--- config.mk ---
export PLATFORM = sky130hd
export DESIGN_NAME = mem_access_unit
export DESIGN_NICKNAME = d
export VERILOG_FILES = /design/src/rtl/mem_access_unit_pkg.sv /design/src/rtl/mem_access_unit_align.sv /design/src/rtl/mem_access_unit.sv
export SDC_FILE = /design/constraint.sdc
export NUM_CORES = 1
export LEC_CHECK = 0
export CORE_MARGIN = 5
export CORE_UTILIZATION = 40
export DETAILED_ROUTE_END_ITERATION = 8
export DONT_BUFFER_PORTS = 1
export GPL_TIMING_DRIVEN = 0
export MAX_ROUTING_LAYER = met4
export PLACE_DENSITY_LB_ADDON = 0.1
export SYNTH_ARGS = -nofsm -noshare
export SYNTH_HDL_FRONTEND = slang
export SYNTH_SLANG_ARGS = --single-unit
--- constraint.sdc ---
create_clock -name clk -period 3.01 [get_ports clk]
set_input_delay 0.4515 -clock clk [delete_from_list [all_inputs] [get_ports clk]]
set_output_delay 0.4515 -clock clk [all_outputs]
set_load 0.05 [all_outputs]
--- src/rtl/mem_access_unit_pkg.sv ---
// Shared encodings for the memory-stage load/store unit: op codes, size codes,
// FSM states and small op-decoding helpers.
package mem_access_unit_pkg;

  localparam logic [2:0] MEM_LB  = 3'd0;
  localparam logic [2:0] MEM_LBU = 3'd1;
  localparam logic [2:0] MEM_LH  = 3'd2;
  localparam logic [2:0] MEM_LHU = 3'd3;
  localparam logic [2:0] MEM_LW  = 3'd4;
  localparam logic [2:0] MEM_SB  = 3'd5;
  localparam logic [2:0] MEM_SH  = 3'd6;
  localparam logic [2:0] MEM_SW  = 3'd7;

  localparam logic [1:0] SIZE_B = 2'd0;
  localparam logic [1:0] SIZE_H = 2'd1;
  localparam logic [1:0] SIZE_W = 2'd2;

  typedef enum logic [2:0] {
    LSU_IDLE  = 3'd0,
    LSU_REQ   = 3'd1,
    LSU_WAIT  = 3'd2,
    LSU_DONE  = 3'd3,
    LSU_DRAIN = 3'd4
  } lsu_state_e;

  function automatic logic is_store(input logic [2:0] op);
    return (op == MEM_SB) || (op == MEM_SH) || (op == MEM_SW);
  endfunction

  function automatic logic [1:0] op_size(input logic [2:0] op);
    logic [1:0] sz;
    case (op)
      MEM_LB, MEM_LBU, MEM_SB: sz = SIZE_B;
      MEM_LH, MEM_LHU, MEM_SH: sz = SIZE_H;
      default:                 sz = SIZE_W;
    endcase
    return sz;
  endfunction

endpackage

--- src/rtl/mem_access_unit_align.sv ---
// Combinational data-path for the LSU: little-endian store replication/strobes
// and load byte/half extraction with sign or zero extension.
module mem_access_unit_align
  import mem_access_unit_pkg::*;
(
  input  logic [2:0]  op,
  input  logic [1:0]  addr_lo,
  input  logic [31:0] wdata,
  input  logic [31:0] rdata,
  output logic [1:0]  size,
  output logic [3:0]  wstrb,
  output logic [31:0] sram_wdata,
  output logic [31:0] load_data
);

  logic [31:0] rdata_sh;
  logic [7:0]  ld_byte;
  logic [15:0] ld_half;

  always_comb begin
    size       = op_size(op);
    wstrb      = 4'h0;
    sram_wdata = wdata;
    case (op)
      MEM_SB: begin
        sram_wdata = {4{wdata[7:0]}};
        wstrb      = 4'b0001 << addr_lo;
      end
      MEM_SH: begin
        sram_wdata = {2{wdata[15:0]}};
        wstrb      = 4'b0011 << addr_lo;
      end
      MEM_SW: wstrb = 4'hF;
      default: wstrb = 4'h0;
    endcase
  end

  // Halves are only ever aligned, so shifting by the byte offset serves both widths.
  always_comb begin
    rdata_sh = rdata >> {addr_lo, 3'b000};
    ld_byte  = rdata_sh[7:0];
    ld_half  = rdata_sh[15:0];
    case (op)
      MEM_LB:  load_data = {{24{ld_byte[7]}}, ld_byte};
      MEM_LBU: load_data = {24'h0, ld_byte};
      MEM_LH:  load_data = {{16{ld_half[15]}}, ld_half};
      MEM_LHU: load_data = {16'h0, ld_half};
      default: load_data = rdata;
    endcase
  end

endmodule

--- src/rtl/mem_access_unit.sv ---
// Memory-stage load/store unit: alignment exceptions, split-handshake SRAM
// sequencing, load result capture and pipeline stall generation.
//
// state | meaning
// IDLE  | no access outstanding; request issued combinationally on start
// REQ   | address phase presented, waiting for addr_ok
// WAIT  | address accepted, waiting for data_ok
// DONE  | access complete; load result held while hold_M is high
// DRAIN | instruction flushed, discarding its outstanding response
module mem_access_unit
  import mem_access_unit_pkg::*;
(
  input  logic        clk,
  input  logic        rst,
  input  logic        mem_en_M,
  input  logic [2:0]  mem_op_M,
  input  logic [31:0] addr_M,
  input  logic [31:0] wdata_M,
  input  logic        flush_M,
  input  logic        hold_M,
  output logic        data_sram_req,
  output logic        data_sram_wr,
  output logic [1:0]  data_sram_size,
  output logic [31:0] data_sram_addr,
  output logic [3:0]  data_sram_wstrb,
  output logic [31:0] data_sram_wdata,
  input  logic        data_sram_addr_ok,
  input  logic        data_sram_data_ok,
  input  logic [31:0] data_sram_rdata,
  output logic        lsu_stall_M,
  output logic [31:0] load_data_M,
  output logic        load_valid_M,
  output logic        adel_M,
  output logic        ades_M,
  output logic [31:0] badvaddr_M
);

  lsu_state_e  state, state_n;
  logic        is_st, misalign, start;
  logic        req_c, stall_c, capture, clear_valid;
  logic [31:0] aligned_load;

  mem_access_unit_align u_align (
    .op         (mem_op_M),
    .addr_lo    (addr_M[1:0]),
    .wdata      (wdata_M),
    .rdata      (data_sram_rdata),
    .size       (data_sram_size),
    .wstrb      (data_sram_wstrb),
    .sram_wdata (data_sram_wdata),
    .load_data  (aligned_load)
  );

  always_comb begin
    is_st = is_store(mem_op_M);
    case (op_size(mem_op_M))
      SIZE_H:  misalign = addr_M[0];
      SIZE_W:  misalign = (addr_M[1:0] != 2'b00);
      default: misalign = 1'b0;
    endcase
    adel_M     = mem_en_M & ~is_st & misalign;
    ades_M     = mem_en_M & is_st & misalign;
    badvaddr_M = (adel_M | ades_M) ? addr_M : 32'h0;
    start      = mem_en_M & ~flush_M & ~adel_M & ~ades_M;
  end

  always_comb begin
    state_n     = state;
    req_c       = 1'b0;
    stall_c     = 1'b0;
    capture     = 1'b0;
    clear_valid = 1'b0;
    case (state)
      LSU_IDLE: begin
        req_c   = start;
        stall_c = start;
        if (start) state_n = data_sram_addr_ok ? LSU_WAIT : LSU_REQ;
      end
      LSU_REQ: begin
        stall_c = 1'b1;
        if (flush_M) begin
          state_n = LSU_IDLE;
        end else begin
          req_c = 1'b1;
          if (data_sram_addr_ok) state_n = LSU_WAIT;
        end
      end
      LSU_WAIT: begin
        stall_c = 1'b1;
        if (data_sram_data_ok) begin
          capture = 1'b1;
          state_n = LSU_DONE;
        end else if (flush_M) begin
          state_n = LSU_DRAIN;
        end
      end
      LSU_DONE: begin
        if (flush_M || !hold_M) begin
          state_n     = LSU_IDLE;
          clear_valid = 1'b1;
        end
      end
      LSU_DRAIN: begin
        // A younger op must wait until the stale response has been swallowed.
        stall_c = mem_en_M & ~flush_M;
        if (data_sram_data_ok) state_n = LSU_IDLE;
      end
      default: state_n = LSU_IDLE;
    endcase
  end

  always_ff @(posedge clk) begin
    if (rst) begin
      state        <= LSU_IDLE;
      load_data_M  <= 32'h0;
      load_valid_M <= 1'b0;
    end else begin
      state <= state_n;
      if (capture && !is_st) begin
        load_data_M  <= aligned_load;
        load_valid_M <= 1'b1;
      end
      if (clear_valid) load_valid_M <= 1'b0;
    end
  end

  assign data_sram_req  = req_c & ~rst;
  assign lsu_stall_M    = stall_c & ~rst;
  assign data_sram_wr   = mem_en_M & is_st;
  assign data_sram_addr = addr_M;

endmodule
Word-level counts from Yosys, hierarchy flattened:

Cells that the tools add are included.
Widths: inputs -> output; s select.

* register bits after elaboration: 36
* bits of input ports: 106
* logic and storage cells: 74
* output and inout bits: 140

* reductions and logical operators: 14
* bitwise logic cells: 15
* shifts and indexed selects: 3
* equal/unequal tests: 17
* muxes and demuxes: 22

Operators by type and width (count)
* $pmux 32 s4: 1
* $pmux 32 s2: 1
* $mux 32: 1
* $shr 32x5->16: 1
* $mux 3: 7
* $pmux 3 s5: 1
* $eq 3x2->1 const B: 4
* $eq 3x3->1 const B: 4
* $pmux 4 s3: 1
* $and 1x1->1: 9
* $eq 3x1->1 const B: 2
* $logic_not 3->1: 2
* $ne 2x2->1 const B: 3
* $ne 3x3->1 const B: 2
* $reduce_or 3->1: 2
* $mux 1: 5
* $not 1->1: 5
* $reduce_and 5->1: 1
* $pmux 1 s2: 2
* $pmux 2 s2: 1
* $reduce_or 2->1: 2
* $shl 1x2->4 const A: 1
* $shl 2x2->4 const A: 1
* $logic_or 1x1->1: 3
* other kinds (8): 9

Depth between registers and ports, before layout:

Gate-level depths: netlist (run 1).

* depth after elaboration: 11
* depth in mapped cells: 7

Hierarchy:

From an unflattened synthesis (run 1), not the netlist that was laid out.

* cells, all modules: 437
* area, all modules: 3149.3 µm²

Modules (own cells, without submodules)
* mem_access_unit: area each 1961.9 µm², cells an instance 268, instances 1
* mem_access_unit_align: area each 1187.4 µm², cells an instance 169, instances 1

Least setup slack after synthesis (run 1):

Ideal clock, no wire load.

* kind: input to output
* from: input port addr_M[1]
* to: output port lsu_stall_M
* arrival: 2742 ps
* slack: -183 ps
* required time: 2558 ps
* stages: 5
* buffers on the path: 1
* cell sequence: buf_2 nor2_1 a221o_1 a31oi_1 o41ai_1

* word-level cells in the longest chain between the ends: 8
* elaborated cells on any way between the ends: 10

Ends and longest elaborated chain
* start, declared: RTL line mem_access_unit.sv:17 `input logic [31:0] addr_M,`
* $reduce_bool 2->1 *: RTL line mem_access_unit.sv:58 `SIZE_W: misalign = (addr_M[1:0] != 2'b00);`
* $pmux 1 s2 *: RTL line mem_access_unit.sv:56 `case (op_size(mem_op_M))`
* $and 1x1->1: RTL line mem_access_unit.sv:61 `adel_M = mem_en_M & ~is_st & misalign;`
* $not 1->1: RTL line mem_access_unit.sv:64 `start = mem_en_M & ~flush_M & ~adel_M & ~ades_M;`
* $and 1x1->1: RTL line mem_access_unit.sv:64
* $and 1x1->1 *: RTL line mem_access_unit.sv:64
* $pmux 1 s3 *: RTL line mem_access_unit.sv:73 `case (state)`
* $and 1x1->1 *: RTL line mem_access_unit.sv:128 `assign lsu_stall_M = stall_c & ~rst;`
* end, declared: RTL line mem_access_unit.sv:30 `output logic lsu_stall_M,`

Mark *: on every way between the ends. The rest lies on a longest branch, timed or not.

Final worst setup path (run 1):

* from: input port addr_M[0]
* to: output port data_sram_req

* word-level cells in the longest chain between the ends: 8
* elaborated cells on any way between the ends: 10

Ends and longest elaborated chain
* $reduce_bool 2->1: RTL line mem_access_unit.sv:58
* $pmux 1 s2 *: RTL line mem_access_unit.sv:56
* $and 1x1->1: RTL line mem_access_unit.sv:61
* $not 1->1: RTL line mem_access_unit.sv:64
* $and 1x1->1: RTL line mem_access_unit.sv:64
* $and 1x1->1 *: RTL line mem_access_unit.sv:64
* $pmux 1 s2 *: RTL line mem_access_unit.sv:73
* $and 1x1->1 *: RTL line mem_access_unit.sv:127 `assign data_sram_req = req_c & ~rst;`
* end, declared: RTL line mem_access_unit.sv:21 `output logic data_sram_req,`

Marks and branches as above.

==> flow_metrics.tcl, run 1 <==
set metrics [dict create \
    clk_latency_ns 0.29 \
    cts_sinks 36 \
    cts.clk_slew.worst_paths_ns 0.07 \
    synth-xor-area-share 0.00262 \
    synth_top_area_frac 0.216 \
    nets 571 \
    arrival_ns 2.45 \
    drc 0 \
    fmax_ghz 0.344 \
    rsz0062_at_grt "false" \
    path_max_fanout 8 \
    antenna_found_initial 0 \
    dr_total_vias 3364 \
    dp.cells 563 \
    drtPass1Iterations 6 \
    critical_path_required_ns 2.56 \
    gp_congestion 0.881 \
    drt_iter0_drc 140 \
    p_int_uw 822 \
    regArea_sq_um 721 \
    clk_path_buf_depth 2 \
    drive_gt1_frac 0.210 \
    wl_per_cell_um 22.7 \
    dpl.hpwl_mm 10.6 \
    power_switching_uw 784 \
    grt_pass1_vias 3143 \
    r2r-start "state[2]" \
    finalSetupViolCount 0 \
    grt_pass1_wl_mm 18.5 \
    grt_max_degree 14 \
    start_kind "input pin" \
    port_buffers 0 \
    critPathCaptureType "primary output" \
    powerDensity_nw_per_um2 441 \
    multiInputGateArea_sq_um 2140 \
    root_buffer "clkbuf_8" \
    die-area_sq_um 10300 \
    die_y_um 101 \
    cts-htree-levels 2 \
    crit_path_end "data_sram_req" \
    synth_top_family_by_area "compound AO/OA/AOI/OAI gates" \
    finalCriticalPeriod_ns 2.90 \
    switching_share 0.488 \
    path_buf_inv 1 \
    finalNonFillerCells 571 \
    synthMuxAreaShare 0.0607 \
    finalCoreUtilization 0.446 \
    synth.distinct_cells 51 \
    max_slew_margin 0.134 \
    slew_violations 0 \
    p_leak_nw 1.37 \
    seq_power_share 0.348 \
    synth_area_sq_um 3340 \
    cts_tree "done" \
    cts_made_buffers 5 \
    slowest_delay_ns 0.98 \
    grt.overflow.total 0 \
    syn_area_per_cell_sq_um 7.30 \
    netlist.top_cell.by_area "dfxtp_1" \
    synth_nets 564 \
    startpoint "addr_M[0]" \
    drt.antenna.violating_nets 0 \
    cap_violations 0 \
    fin_crit_sh 0.964 \
    synth-simple-area-share 0.244 \
    synth-edff-count 0 \
    r2r-end "load_data_M[15]" \
    finalHoldViolCount 0 \
    async_flop_share 0 \
    fillerInstances 877 \
    path_depth 5 \
    ios 246 \
    routed_wl_mm 13.0 \
    dieWidth_um 101 \
    ys_seq_area_frac 0.216 \
    worst_pin_slew_ns 1.29 \
    hp-class "in -> reg" \
    ir_worst_vdd_v 0.000326 \
    synth_compound_area_frac 0.310 \
    crit_path_cell_trace "buf_2 -> nor2_1 -> a221o_1 -> a21oi_1 -> nor4b_2" \
    path_class "in -> out" \
    status "finished clean" \
    yosysWarnings 0 \
    finClkSkew_ns 0.00968 \
    area_growth_syn_to_layout_pct 8.99 \
    routed_via_density 5.89 \
    path_delay_family "simple AND/OR/NAND/NOR gates" \
    groute.usage.overall 0.240 \
    start_util 0.409 \
    syn_inst 458 \
    synth_seq_cells 36 \
    cts_hold_buf 0 \
    synth_ff_type "dfxtp_1" \
    p_comb_frac 0.432 \
    power.share.clock 0.219 \
    core_sq_um 8180 \
    synth_adder_area_share 0 \
    reg2reg_depth 6 \
    diodes 0 \
    core.rowCount 33 \
    r2r_setup_slack_ns 1.20 \
    ys_top_cells_by_area "dfxtp_1 (22%), buf_4 (9.0%), and2_1 (6.0%)" \
    cpMaxStageDelayCell "nor4b_2" \
]
## what timing repair did
item                       in CTS  in global routing
resized for setup               0                  9
hold endpoints to repair        0                  0
setup buffers                   0                  0
setup endpoints to repair       0                  9
## cell families (layout without fill, tap and decap cells)
| logic type | Yosys count | after routing |
|---|---|---|
| muxes | 19 | 19 |
| AOI/OAI and AO/OA | 140 | 140 |
| and+or+nand+nor | 165 | 165 |
| DFF | 36 | 36 |
| buffers and inverters | 97 | 105 |
| xor gates and xnor gates | 1 | 1 |
## how the worst min path moves through the flow
stage	start	endpoint	cells after the start
floorplan	data_sram_data_ok	state[2]	1
global placement	data_sram_data_ok	state[2]	1
detailed placement	data_sram_data_ok	state[2]	1
CTS	data_sram_data_ok	state[2]	1
global route	data_sram_data_ok	state[2]	1
finish	data_sram_data_ok	state[2]	1
## Yosys cell counts, drive strengths merged, types with 8 or more instances
master / instances
a21oi: 31
a211oi: 19
dfxtp: 36
nand2b: 13
nand2: 48
a2bb2oi: 8
o22ai: 9
o31ai: 8
and2: 32
buf: 65
mux2i: 18
clkbuf: 18
inv: 14
a31oi: 9
o21ai: 23
a2111oi: 9
nor2: 49
## registers in the layout (all words and copies together) (netlist names)
register and flops:
load_valid_M 1, state 3, load_data_M 32
## metal layers
metal / GRT usage / vias up / wire length [um] / share of wire
li1: - / 1594 / - / -
met1: 0.276 / 1599 / 4670 / 0.36
met2: 0.416 / 159 / 6900 / 0.53
met3: 0.0572 / 12 / 1210 / 0.093
met4: 0.0654 / 0 / 205 / 0.016
met5: - / - / 0 / 0
## power by group through the flow
stage / clock network [mW] / logic (mW) / registers [mW]
after floorplan: 0 / 0.605 / 0.566
after global placement: 0 / 0.676 / 0.571
after detailed placement: 0 / 0.686 / 0.571
after CTS: 0.365 / 0.687 / 0.560
after global routing: 0.390 / 0.734 / 0.561
final: 0.352 / 0.694 / 0.560
## worst register-to-register path, delay by kind of cell, from the launching register on
kind,cells,cell delay (ns)
AND/OR/NAND/NOR,2,0.69
buffers and inverters,2,0.35
AO/OA/AOI/OAI,2,0.32
flip-flops,1,0.31
## cells in the final DEF, fill, tap and decap left out, drive strengths merged, types with 13 or more instances in the layout
cell / n
a21oi: 31
a211oi: 19
buf: 65
nor2: 49
o21ai: 23
nand2b: 13
clkbuf: 23
inv: 14
nand2: 48
mux2i: 18
dfxtp: 36
and2: 32
## cell type report
cell class / instances / share of cell area
clock buffers: 5 / 0.0189
multi-input cells: 325 / 0.587
plain buffers: 83 / 0.139
inverters: 14 / 0.0144
clock inverters: 3 / 0.00653
well taps: 105 / 0.0361
flip-flops and latches: 36 / 0.198
## metrics by stage
step / worst slack (ns) / TNS [ns] / hold slack [ns] / instance area (sq um) / power [mW]
after global placement: -0.105 / -0.544 / 0.546 / 3490 / 1.25
after CTS: 0.0174 / 0 / 0.238 / 3600 / 1.61
after global routing: 0.00492 / 0 / 0.253 / 3640 / 1.69
after floorplan: 0.310 / 0 / 0.541 / 3360 / 1.17
after detailed placement: 0.0257 / 0 / 0.551 / 3510 / 1.26
final: 0.107 / 0 / 0.250 / 3640 / 1.61
Power figures use the tool's default switching activity.
==> run 2: changes to the inputs <==
==> constraint.sdc (replaced) <==
create_clock -name clk -period 2.75 [get_ports clk]
set_input_delay 0.4125 -clock clk [delete_from_list [all_inputs] [get_ports clk]]
set_output_delay 0.4125 -clock clk [all_outputs]
set_load 0.05 [all_outputs]
==> flow_metrics.tcl, run 2 (synthesis gave the netlist of run 1 again) <==
set metrics [dict create \
    most-common-layout-cells "nand2_1 (48), nor2_1 (48), buf_4 (40), dfxtp_1 (36), and2_1 (32)" \
    largest_reg_flops 32 \
    rsz0062_at_grt "true" \
    finalSetupViolCount 0 \
    cap_violations 0 \
    wl_per_cell_um 22.9 \
    switching_share 0.489 \
    fin_ws_ns 0.0765 \
    powerDensity_nw_per_um2 480 \
    groute.usage.overall 0.240 \
    grt_max_degree 14 \
    area_growth_syn_to_layout_pct 10.2 \
    path_max_fanout 8 \
    cts.clk_slew.worst_paths_ns 0.07 \
    clk_path_buf_depth 2 \
    whs_ns 0.210 \
    critPathCaptureType "primary output" \
    dpl.hpwl_mm 10.6 \
    clk_latency_ns 0.29 \
    drc 0 \
    slew_violations 0 \
    core.rowCount 33 \
    arrival_ns 2.26 \
    core_sq_um 8180 \
    p_leak_nw 1.38 \
    drtPass1Iterations 5 \
    power_switching_uw 864 \
    finClkSkew_ns 0.00881 \
    gp_congestion 0.881 \
    slowest_delay_ns 0.69 \
    dr_total_vias 3384 \
    die-area_sq_um 10300 \
    grt_pass1_vias 3147 \
    port_buffers 0 \
    cts_setup_buffers 0 \
    cts_made_buffers 5 \
    grt.overflow.total 0 \
    antenna_found_initial 0 \
    p_int_uw 903 \
    max_slew_margin 0.248 \
    critical_path_required_ns 2.34 \
    status "finished clean" \
    largestRegisters "load_data_M (32), state (3), load_valid_M (1)" \
    finalCriticalPeriod_ns 2.67 \
    ios 246 \
    drive_gt1_frac 0.221 \
    finalCoreUtilization 0.451 \
    dieWidth_um 101 \
    fin_crit_sh 0.972 \
    cts-htree-levels 2 \
    root_buffer "clkbuf_8" \
    cts_tree "done" \
    crit_path_cell_trace "buf_2 -> nor2_1 -> a221o_1 -> a31oi_1 -> o41ai_4" \
    die_y_um 101 \
    top_register "load_data_M" \
    cts_hold_buf 0 \
    path_buf_inv 1 \
    routed_wl_mm 13.0 \
    seq_power_share 0.347 \
    diodes 0 \
    drt.antenna.violating_nets 0 \
    fin_tns_setup_ns 0 \
    p_comb_frac 0.436 \
    hp-class "in -> reg" \
    nets 571 \
    drt_iter0_drc 164 \
    grt_pass1_wl_mm 18.5 \
    ir_worst_vdd_v 0.000358 \
    post-place-ws_ns -0.156 \
    start_util 0.409 \
    path_delay_family "compound AO/OA/AOI/OAI gates" \
    cts_sinks 36 \
    routed_via_density 5.93 \
    path_class "in -> out" \
    power.share.clock 0.218 \
    worst_pin_slew_ns 1.13 \
    cpMaxStageDelayCell "o41ai_4" \
    finalHoldViolCount 0 \
    fmax_ghz 0.374 \
    start_kind "input pin" \
]
## run 2: cell counts in the layout (fill, tap and decap cells not counted)
Identical to the previous run, type by type.
## run 2: worst paths after layout
kind                                        start               to  slack (ns)  cells after the start
worst max register to register           state[2]  load_data_M[15]        0.93                      6
worst min register to register           state[2]         state[2]        0.64                      3
worst max-delay path                    addr_M[0]      lsu_stall_M        0.08                      5
worst min-delay path            data_sram_data_ok         state[2]        0.21                      1
## run 2: through the flow
step           cells  total power [mW]  area, sq um
2_1_floorplan    458              1.28         3360
3_3_place_gp     563              1.36         3490
3_5_place_dp     563              1.38         3510
4_1_cts          571              1.78         3670
5_1_grt          571              1.85         3680
6_report         571              1.77         3680
## run 2: repair_timing
| action | 4_1_cts | 5_1_grt |
|---|---|---|
| gates resized for setup | 14 | 4 |
| setup endpoints to repair | 14 | 12 |
| cloned | 0 | 0 |
## run 2: layout make-up
cell class                      instances  area (sq um)
Inverter                               14          52.6
Tap cell                              105           131
Multi-Input combinational cell        325          2180
Clock buffer                            5          68.8
Clock inverter                          3          23.8
Fill cell                             870          4490
Buffer                                 83           508
Sequential cell                        36           721
## run 2: power groups by stage
stage / Sequential [mW] / Clock, mW / Combinational [mW]
floorplan: 0.620 / 0 / 0.662
global placement: 0.625 / 0 / 0.739
detailed placement: 0.625 / 0 / 0.751
CTS: 0.613 / 0.399 / 0.767
global route: 0.614 / 0.427 / 0.813
finish: 0.613 / 0.385 / 0.770
## run 2: worst reg2reg max path, stage by stage, from the launching register on
cell	delay, ns
dfxtp_1	0.31
buf_6	0.14
nand4bb_4	0.30
or3_4	0.39
o32ai_4	0.26
buf_8	0.22
a211oi_2	0.07
## run 2: routing by layer
| metal | track usage | vias to the layer above | wire, um |
|---|---|---|---|
| li1 | - | 1596 | - |
| met4 | 0.0644 | 0 | 195 |
| met5 | - | - | 0 |
| met2 | 0.418 | 169 | 6930 |
| met3 | 0.0565 | 11 | 1170 |
| met1 | 0.276 | 1608 | 4750 |
